==> src/rtl/led_status_panel.sv <==
// Office-status LED panel: packs switches, hour and presence flags onto the LED bar,
// with a debounced up-button alert mode that blinks or blanks the bar.
module led_status_panel #(
  parameter int SW_W            = 9,
  parameter int HOUR_W          = 4,
  parameter int DEBOUNCE_CYCLES = 1_000_000,
  parameter int BLINK_DIV       = 25_000_000,
  parameter int ALERT_BLINKS    = 4,
  localparam int LED_W          = SW_W + HOUR_W + 3
) (
  input  logic              clk,
  input  logic              rst_n,
  input  logic              btnu,
  input  logic              student,
  input  logic              prof,
  input  logic              pm,
  input  logic [HOUR_W-1:0] hour,
  input  logic [SW_W-1:0]   sw,
  output logic [LED_W-1:0]  led,
  output logic              alert
);

  localparam int DEB_W = $clog2(DEBOUNCE_CYCLES + 1);
  localparam int BLK_W = $clog2(BLINK_DIV + 1);
  localparam int PER_W = (ALERT_BLINKS == 0) ? 1 : $clog2(ALERT_BLINKS + 1);
  localparam int PER_LAST = (ALERT_BLINKS == 0) ? 0 : ALERT_BLINKS - 1;

  typedef enum logic {
    NORMAL = 1'b0,
    ALERT  = 1'b1
  } state_t;

  state_t state, state_next;

  logic             sync1, btn_s;
  logic             deb, deb_d;
  logic [DEB_W-1:0] deb_cnt;
  logic [BLK_W-1:0] blink_cnt;
  logic [PER_W-1:0] period_cnt;
  logic             phase;
  logic             prof_latched;

  logic press, enter, wrap, period_last, timeout;

  // deb_d lets a press be a single-cycle event on the accepted rising level
  assign press       = deb & ~deb_d;
  assign enter       = (state == NORMAL) && press;
  assign wrap        = (blink_cnt == BLK_W'(BLINK_DIV - 1));
  assign period_last = (period_cnt == PER_W'(PER_LAST));
  assign timeout     = (ALERT_BLINKS != 0) && wrap && !phase && period_last;
  assign alert       = (state == ALERT);

  always_ff @(posedge clk or negedge rst_n) begin
    if (!rst_n) begin
      sync1   <= 1'b0;
      btn_s   <= 1'b0;
      deb     <= 1'b0;
      deb_d   <= 1'b0;
      deb_cnt <= '0;
    end else begin
      sync1 <= btnu;
      btn_s <= sync1;
      deb_d <= deb;
      if (btn_s == deb) begin
        deb_cnt <= '0;
      end else if (deb_cnt == DEB_W'(DEBOUNCE_CYCLES - 1)) begin
        deb     <= btn_s;
        deb_cnt <= '0;
      end else begin
        deb_cnt <= deb_cnt + DEB_W'(1);
      end
    end
  end

  always_ff @(posedge clk or negedge rst_n) begin
    if (!rst_n) state <= NORMAL;
    else        state <= state_next;
  end

  // A press and a timeout on the same edge both just leave ALERT
  always_comb begin
    state_next = state;
    case (state)
      NORMAL:  if (press) state_next = ALERT;
      ALERT:   if (press || timeout) state_next = NORMAL;
      default: state_next = NORMAL;
    endcase
  end

  // The second wrap of each blink period is the one seen with phase low
  always_ff @(posedge clk or negedge rst_n) begin
    if (!rst_n) begin
      blink_cnt    <= '0;
      period_cnt   <= '0;
      phase        <= 1'b0;
      prof_latched <= 1'b0;
    end else if (enter) begin
      prof_latched <= prof;
      blink_cnt    <= '0;
      phase        <= 1'b1;
      period_cnt   <= '0;
    end else if (state == ALERT) begin
      if (wrap) begin
        blink_cnt <= '0;
        phase     <= ~phase;
        if (!phase) begin
          if (period_last) period_cnt <= '0;
          else             period_cnt <= period_cnt + PER_W'(1);
        end
      end else begin
        blink_cnt <= blink_cnt + BLK_W'(1);
      end
    end
  end

  always_ff @(posedge clk or negedge rst_n) begin
    if (!rst_n) begin
      led <= '0;
    end else if (state == ALERT) begin
      led <= prof_latched ? {LED_W{phase}} : '0;
    end else begin
      led <= {sw, hour, pm, prof, student};
    end
  end

endmodule

==> config.mk <==
export PLATFORM = sky130hd
export DESIGN_NAME = led_status_panel
export DESIGN_NICKNAME = d
export VERILOG_FILES = /design/src/rtl/led_status_panel.sv
export SDC_FILE = /design/constraint.sdc
export NUM_CORES = 1
export LEC_CHECK = 0
export BUFFER_PORTS_ARGS = -buffer_cell sky130_fd_sc_hd__buf_2
export CAP_MARGIN = 20
export CORE_MARGIN = 3
export CORE_UTILIZATION = 55
export DETAILED_ROUTE_END_ITERATION = 8
export PLACE_DENSITY = 0.78
export SYNTH_ARGS = -nofsm -noshare
export SYNTH_HDL_FRONTEND = slang
export SYNTH_SLANG_ARGS = --single-unit
export TNS_END_PERCENT = 20
==> constraint.sdc <==
create_clock -name clk -period 2.9 [get_ports clk]
set_input_delay 0.725 -clock clk [delete_from_list [all_inputs] [get_ports clk]]
set_output_delay 0.725 -clock clk [all_outputs]
set_load 0.01 [all_outputs]
==> results of run 1 <==
[kinds of logic (layout without fill, tap and decap cells)]
logic type | Yosys count | in the layout | share of synthesized area [%]
simple gates | 137 | 137 | 22.2
flops | 71 | 71 | 53.7
xor+xnor | 39 | 39 | 10.3
compound gates | 38 | 38 | 7.12
buf+inv | 31 | 73 | 4.50
fa+ha+maj | 3 | 3 | 1.14
mux | 3 | 3 | 0.946
[sequential cells by signal, summed over array words and instances, names as in the netlist]
register / cells
sync1: 1
btn_s: 1
prof_latched: 1
period_cnt: 3
led: 16
deb_d: 1
deb: 1
phase: 1
alert: 1
blink_cnt: 25
deb_cnt: 20
[cell type report]
cell class	count	area share [%]
clock inverters	5	1.58
repair buffers	38	5.32
well taps	72	2.42
inverters	20	2.02
clock buffers	10	3.70
multi-input cells	220	37.1
flip-flops and latches	71	47.8
[cells in the final DEF (no fill, tap or decap), types with 2 or more instances in the layout]
cell type and instances:
buf_2 35, nand4_1 7, nor2_1 42, a21oi_1 3, inv_1 20, nand2_1 24
o21ai_0 19, nor4_1 3, mux2i_1 2, or3_1 2, clkbuf_8 10, xor2_1 20
nor4b_2 2, dfrtp_1 71, a31oi_1 2, nand3_1 18, nor2_2 2, o21ai_1 8
buf_4 3, ha_1 3, and4_1 9, xnor2_1 19, nor3_1 9, clkinvlp_4 2
and3_1 9
[layer usage]
layer,part of all wire [%],vias to the layer above,wire length [um],GRT usage (%)
met5,0,-,0,0
met4,1.6,0,104,7.02
li1,-,1176,-,-
met2,48,51,3070,31.6
met1,46,1155,2950,26.4
met3,4.0,11,253,5.03
[worst max-delay path by stage]
stage	startpoint	to	depth (start not counted)
after floorplan	blink_cnt[0]	period_cnt[0]	7
final	alert	alert	2
after global placement	deb_cnt[0]	deb_cnt[16]	5
after global routing	alert	alert	2
after detailed placement	deb_cnt[0]	deb_cnt[9]	5
after CTS	alert	alert	2
[power by group through the flow]
stage / clock network, mW / registers (mW) / logic [mW]
floorplan: 0 / 1.04 / 0.0197
global placement: 0 / 1.03 / 0.0686
detailed placement: 0 / 1.03 / 0.0724
CTS: 0.809 / 1.01 / 0.0731
global route: 0.846 / 1.01 / 0.0807
finish: 0.786 / 1.01 / 0.0707
==> reports/results.ini, run 1 <==
[run_status]
outcome=finished clean

[detailed_routing]
vias=2393
dr.first_iter.drc_count=89
drt-pass1-iter-count=4
post_drt_wl_per_cell_um=14.6
viasPerCell=5.49
drc=0
drt_wl_total_um=6380
antenna_left=0

[power_and_ir_drop]
power_mw=1.87
power_switching_uw=424
comb_power_share_pct=3.8
p_int_mw=1.45
ir_worst_vdd_v=0.000358
clkPwrFrac_pct=42.0
p_per_area_mw_per_mm2=503
seq_power_share_pct=54.2
swShare_pct=22.7
power.leakage_nw=1.73

[global_routing]
grt_max_degree=72
grt_usage_pct=19.8
grt_pass1_vias=2353
grt_pass1_wl_um=11200
antenna_found_initial=0
gr-total-overflow=0

[worst_setup_path]
critical_path_arrival_ns=1.50
slowest_delay_ns=0.74
critical_path_class=reg2out
worst-path-buf-inv=2
worst-r2r-cell-count=5
r2r_slack_ns=0.83
crit_slowest_cell=dfrtp_1
crit_path_cell_trace=buf_4 -> buf_2
startpoint_type=flip-flop
reg2reg_from=deb_cnt[0]
cp-end-kind=output pin
cp_max_fo=18
required_ns=2.17
timing.rr.end=deb_cnt[9]
crit_family=flip-flops

[clock_tree]
post_cts_buffers=0
cts_buffers=9
insertion_delay_ns=0.34
cts_max_path_buffers=2
hold_buffers=0
clkTransAtPathRegs_ns=0.08
htree_levels=3
cts.sinks=71
ctsResizeCount=0
cts_root_buf=clkbuf_8
cts_tree=yes

[cells_and_area]
seqCellArea_mm2=0.00178
nNetsFinal=382
drive_gt1_share_pct=17.3
area_growth_pct=12.4
diodes=0
n_fill_cell=452
layout.cells.non_filler=436
final_core_util_pct=65.5
multiInputGateArea_mm2=0.00138
fin_area_mm2=0.00372

[yosys]
synth.area.top_cells=dfrtp_1 (54%), xor2_1 (5.3%), xnor2_1 (5.0%)
synth_seq_cells=71
postSynth.asyncResetShare_pct=100
synth.net_count=344
ys_seq_area_share_pct=53.7
synth_edf_count=0
synthCells=322
yosysWarnings=0
yosysMostFrequentCell=dfrtp_1
ys_types=41
syn_area_per_cell_um2=10.3
synth_common_cells=dfrtp_1 (71), nor2_1 (42), nand2_1 (24), inv_1 (20), xor2_1 (20)
synth_area_mm2=0.00331
synth_top_cell_by_area=dfrtp_1
synth_ff_type=dfrtp_1
yosysTopAreaCellShare_pct=53.7

[placement]
place_inst=421
place_congestion=0.803
io_buffers=35
place_hpwl_um=4220
post_dp_cell_area_mm2=0.00352
post-place-ws_ns=0.863

[die]
coreArea_mm2=0.00568
die_x_um=83.5
io_pins=36
std_cell_rows=27
die_h_um=83.5
start_util_pct=58.2
die_area_mm2=0.00698

[hold_path]
hold_end=btn_s
holdPathStages=0
hp-start=sync1
hold_class=reg2reg

[flow_run]
max-cap-violations=0

[sta]
maxSlewViolCount=0
fin_hold_ws_ns=0.364
hold_viol_final=0
finalSetupViolations=0
worst_slack_ns=0.674
clock_skew_ns=0.0108
final.setup.tns_ns=0
finalCritPeriodShare_pct=76.7
fmax_mhz=449
worst_slew_pin_slew_ns=0.880
rsz0062_at_grt=no
fin_crit_ns=2.23
slew-limit-headroom_pct=41.3

No activity file was read; power rests on OpenSTA's default activity.
==> run 2: changes to the inputs <==
--- a/config.mk
+++ b/config.mk
@@ -8,7 +8,7 @@
 export BUFFER_PORTS_ARGS = -buffer_cell sky130_fd_sc_hd__buf_2
 export CAP_MARGIN = 20
 export CORE_MARGIN = 3
-export CORE_UTILIZATION = 55
+export CORE_UTILIZATION = 52
 export DETAILED_ROUTE_END_ITERATION = 8
 export PLACE_DENSITY = 0.78
 export SYNTH_ARGS = -nofsm -noshare
==> constraint.sdc (replaced) <==
create_clock -name clk -period 2 [get_ports clk]
set_input_delay 0.5 -clock clk [delete_from_list [all_inputs] [get_ports clk]]
set_output_delay 0.5 -clock clk [all_outputs]
set_load 0.01 [all_outputs]
==> run 2 against run 1 <==
Net effect: worst hold slack worse by 0.19 ns; clock power is 36% higher; routed wire length is 5.5% lower; sequential cell count stayed put; clock skew hardly changed; die area is 5.3% higher; via count is 1.2% lower; global-route usage is 1.8 points lower; final area is 1.1% higher; sequential power is 46% higher; critical path depth stayed put; final cell count is 1.6% higher; critical path type unchanged; critical endpoint unchanged; largest cell class unchanged; highest routed layer unchanged.
==> reports/results.ini, run 2 (synthesized netlist as in run 1, its figures left out) <==
[placement]
place_hpwl_um=4070  ; -3.5%
post_dp_cell_area_mm2=0.00357  ; +1.3%
place_congestion=0.790  ; -1.7%
io_buffers=35  ; unchanged

[global_routing]
grt_pass1_wl_um=10400  ; -7.1%
gr-total-overflow=0  ; unchanged
grt_max_degree=72  ; unchanged
antenna_found_initial=0  ; unchanged
grt_pass1_vias=2285  ; -2.9%
grt_usage_pct=17.9  ; -1.8 points

[die]
die_area_mm2=0.00735  ; +5.3%
std_cell_rows=28  ; +3.7%
io_pins=36  ; unchanged
start_util_pct=54.9  ; -3.4 points
die_h_um=85.7  ; +2.6%
die_x_um=85.7  ; +2.6%
coreArea_mm2=0.00603  ; +6.2%

[power_and_ir_drop]
swShare_pct=21.8  ; -0.84 points
seq_power_share_pct=55.6  ; +1.4 points
ir_worst_vdd_v=0.000379  ; +6.0%
power_switching_uw=577  ; +36%
power.leakage_nw=1.75  ; +1.1%
p_int_mw=2.07  ; +43%
p_per_area_mw_per_mm2=703  ; +40%
comb_power_share_pct=4.0  ; +0.2 points
clkPwrFrac_pct=40.4  ; -1.6 points

[detailed_routing]
drt-pass1-iter-count=5  ; +1
vias=2364  ; -1.2%
drc=0  ; unchanged
viasPerCell=5.34  ; -2.8%
drt_wl_total_um=6030  ; -5.5%
dr.first_iter.drc_count=121  ; +36%
post_drt_wl_per_cell_um=13.6  ; -7.0%
antenna_left=0  ; unchanged

[sta]
finalCritPeriodShare_pct=92.7
rsz0062_at_grt=no
slew-limit-headroom_pct=68.9  ; +28 points
clock_skew_ns=0.0106  ; -0.000249 ns
hold_viol_final=0  ; unchanged
fmax_mhz=539
finalSetupViolations=0  ; unchanged
maxSlewViolCount=0  ; unchanged
fin_crit_ns=1.85
worst_slew_pin_slew_ns=0.463  ; -0.417 ns
final.setup.tns_ns=0  ; unchanged

[worst_setup_path]
slowest_delay_ns=0.57  ; -0.17 ns
crit_slowest_cell=dfrtp_1
crit_path_cell_trace=buf_4 -> buf_2
critical_path_arrival_ns=1.35  ; -0.15 ns
cp-end-kind=output pin
required_ns=1.50  ; -0.67 ns
critical_path_class=reg2out
startpoint_type=flip-flop
cp_max_fo=20  ; +2

[clock_tree]
cts_buffers=9  ; unchanged
hold_buffers=0  ; unchanged
htree_levels=3  ; unchanged
cts_root_buf=clkbuf_8
cts_max_path_buffers=2  ; unchanged
cts_tree=yes
cts.sinks=71  ; unchanged
insertion_delay_ns=0.34  ; about the same
clkTransAtPathRegs_ns=0.08  ; about the same

[cells_and_area]
fin_area_mm2=0.00376  ; +1.1%
top_regs=blink_cnt x25, deb_cnt x20, led x16
nNetsFinal=386  ; +1.0%
final_common_cell=dfrtp_1
drive_gt1_share_pct=18.5  ; +1.2 points
n_fill_cell=495  ; +9.5%
diodes=0  ; unchanged
top_register=blink_cnt
area_growth_pct=13.7
largest_reg_flops=25  ; unchanged
layout_common_cells=dfrtp_1 (71), nor2_1 (42), buf_2 (35), nand2_1 (24)

[run_status]
outcome=finished clean

[flow_run]
max-cap-violations=0  ; unchanged

[hold_path]
hold_class=in2async

run 2: changes by cell type in the layout (fill, tap and decap cells not counted), moves of 2 or more:
cell,before,now
nor4_1,3,1
clkbuf_1,0,2
buf_4,3,6
nor4_2,1,3
run 2: worst paths after layout:
| path | cells past startpoint | slack [ns] | to | start |
|---|---|---|---|---|
| max | 2 | 0.15 | alert | alert |
| min | 2 | 0.17 | led[7] | rst_n |
| max reg2reg | 6 | 0.16 | period_cnt[1] | blink_cnt[0] |
| min reg2reg | 0 | 0.36 | btn_s | sync1 |
| max in group asynchronous | 2 | 1.53 | deb_cnt[5] | rst_n |
| min in group clk | 1 | 0.28 | sync1 | btnu |
run 2: cell type report:
class / count / area (um^2) / area share [%]
repair buffers: 42 / 240 / 6.39
inverters: 20 / 75.1 / 2.00
well taps: 75 / 93.8 / 2.50
clock inverters: 4 / 47.5 / 1.26
flip-flops and latches: 71 / 1780 / 47.3
multi-input cells: 220 / 1390 / 37.1
clock buffers: 11 / 131 / 3.50
run 2: critical path, delay by kind of cell, from the launching register on:
family / cells / cell delay [ns]
DFF: 1 / 0.57
buffers and inverters: 2 / 0.45
run 2: timing repair:
action	in CTS	in global routing
hold endpoints to repair	0	0
buffers inserted	0	0
setup endpoints to repair	0	4
gates resized for setup	0	3
run 2: routing by layer:
metal / vias up / track usage (%) / part of all wire [%]
met5: - / 0 / 0
met4: 0 / 6.33 / 1.0
met2: 55 / 27.6 / 46
met3: 6 / 5.57 / 5.0
met1: 1124 / 24.1 / 48
li1: 1179 / - / -
run 2: per-stage QoR:
step / hold slack, ns / total power [mW] / utilization (%) / setup WS (ns) / std cells
after floorplan: 0.204 / 1.53 / - / 0.306 / 322
after global placement: 0.340 / 1.60 / 59.2 / 0.143 / 428
after detailed placement: 0.340 / 1.60 / 59.2 / 0.0685 / 428
after CTS: 0.183 / 2.68 / 62.1 / 0.0653 / 443
after global routing: 0.184 / 2.76 / 62.4 / 0.0500 / 443
final: 0.173 / 2.64 / 62.4 / 0.145 / 443
run 2: power groups by stage:
stage | Sequential [mW] | Combinational, mW | Clock, mW
after floorplan | 1.51 | 0.0286 | 0
after global placement | 1.50 | 0.106 | 0
after detailed placement | 1.50 | 0.108 | 0
after CTS | 1.47 | 0.109 | 1.10
after global routing | 1.47 | 0.121 | 1.17
final | 1.47 | 0.105 | 1.07
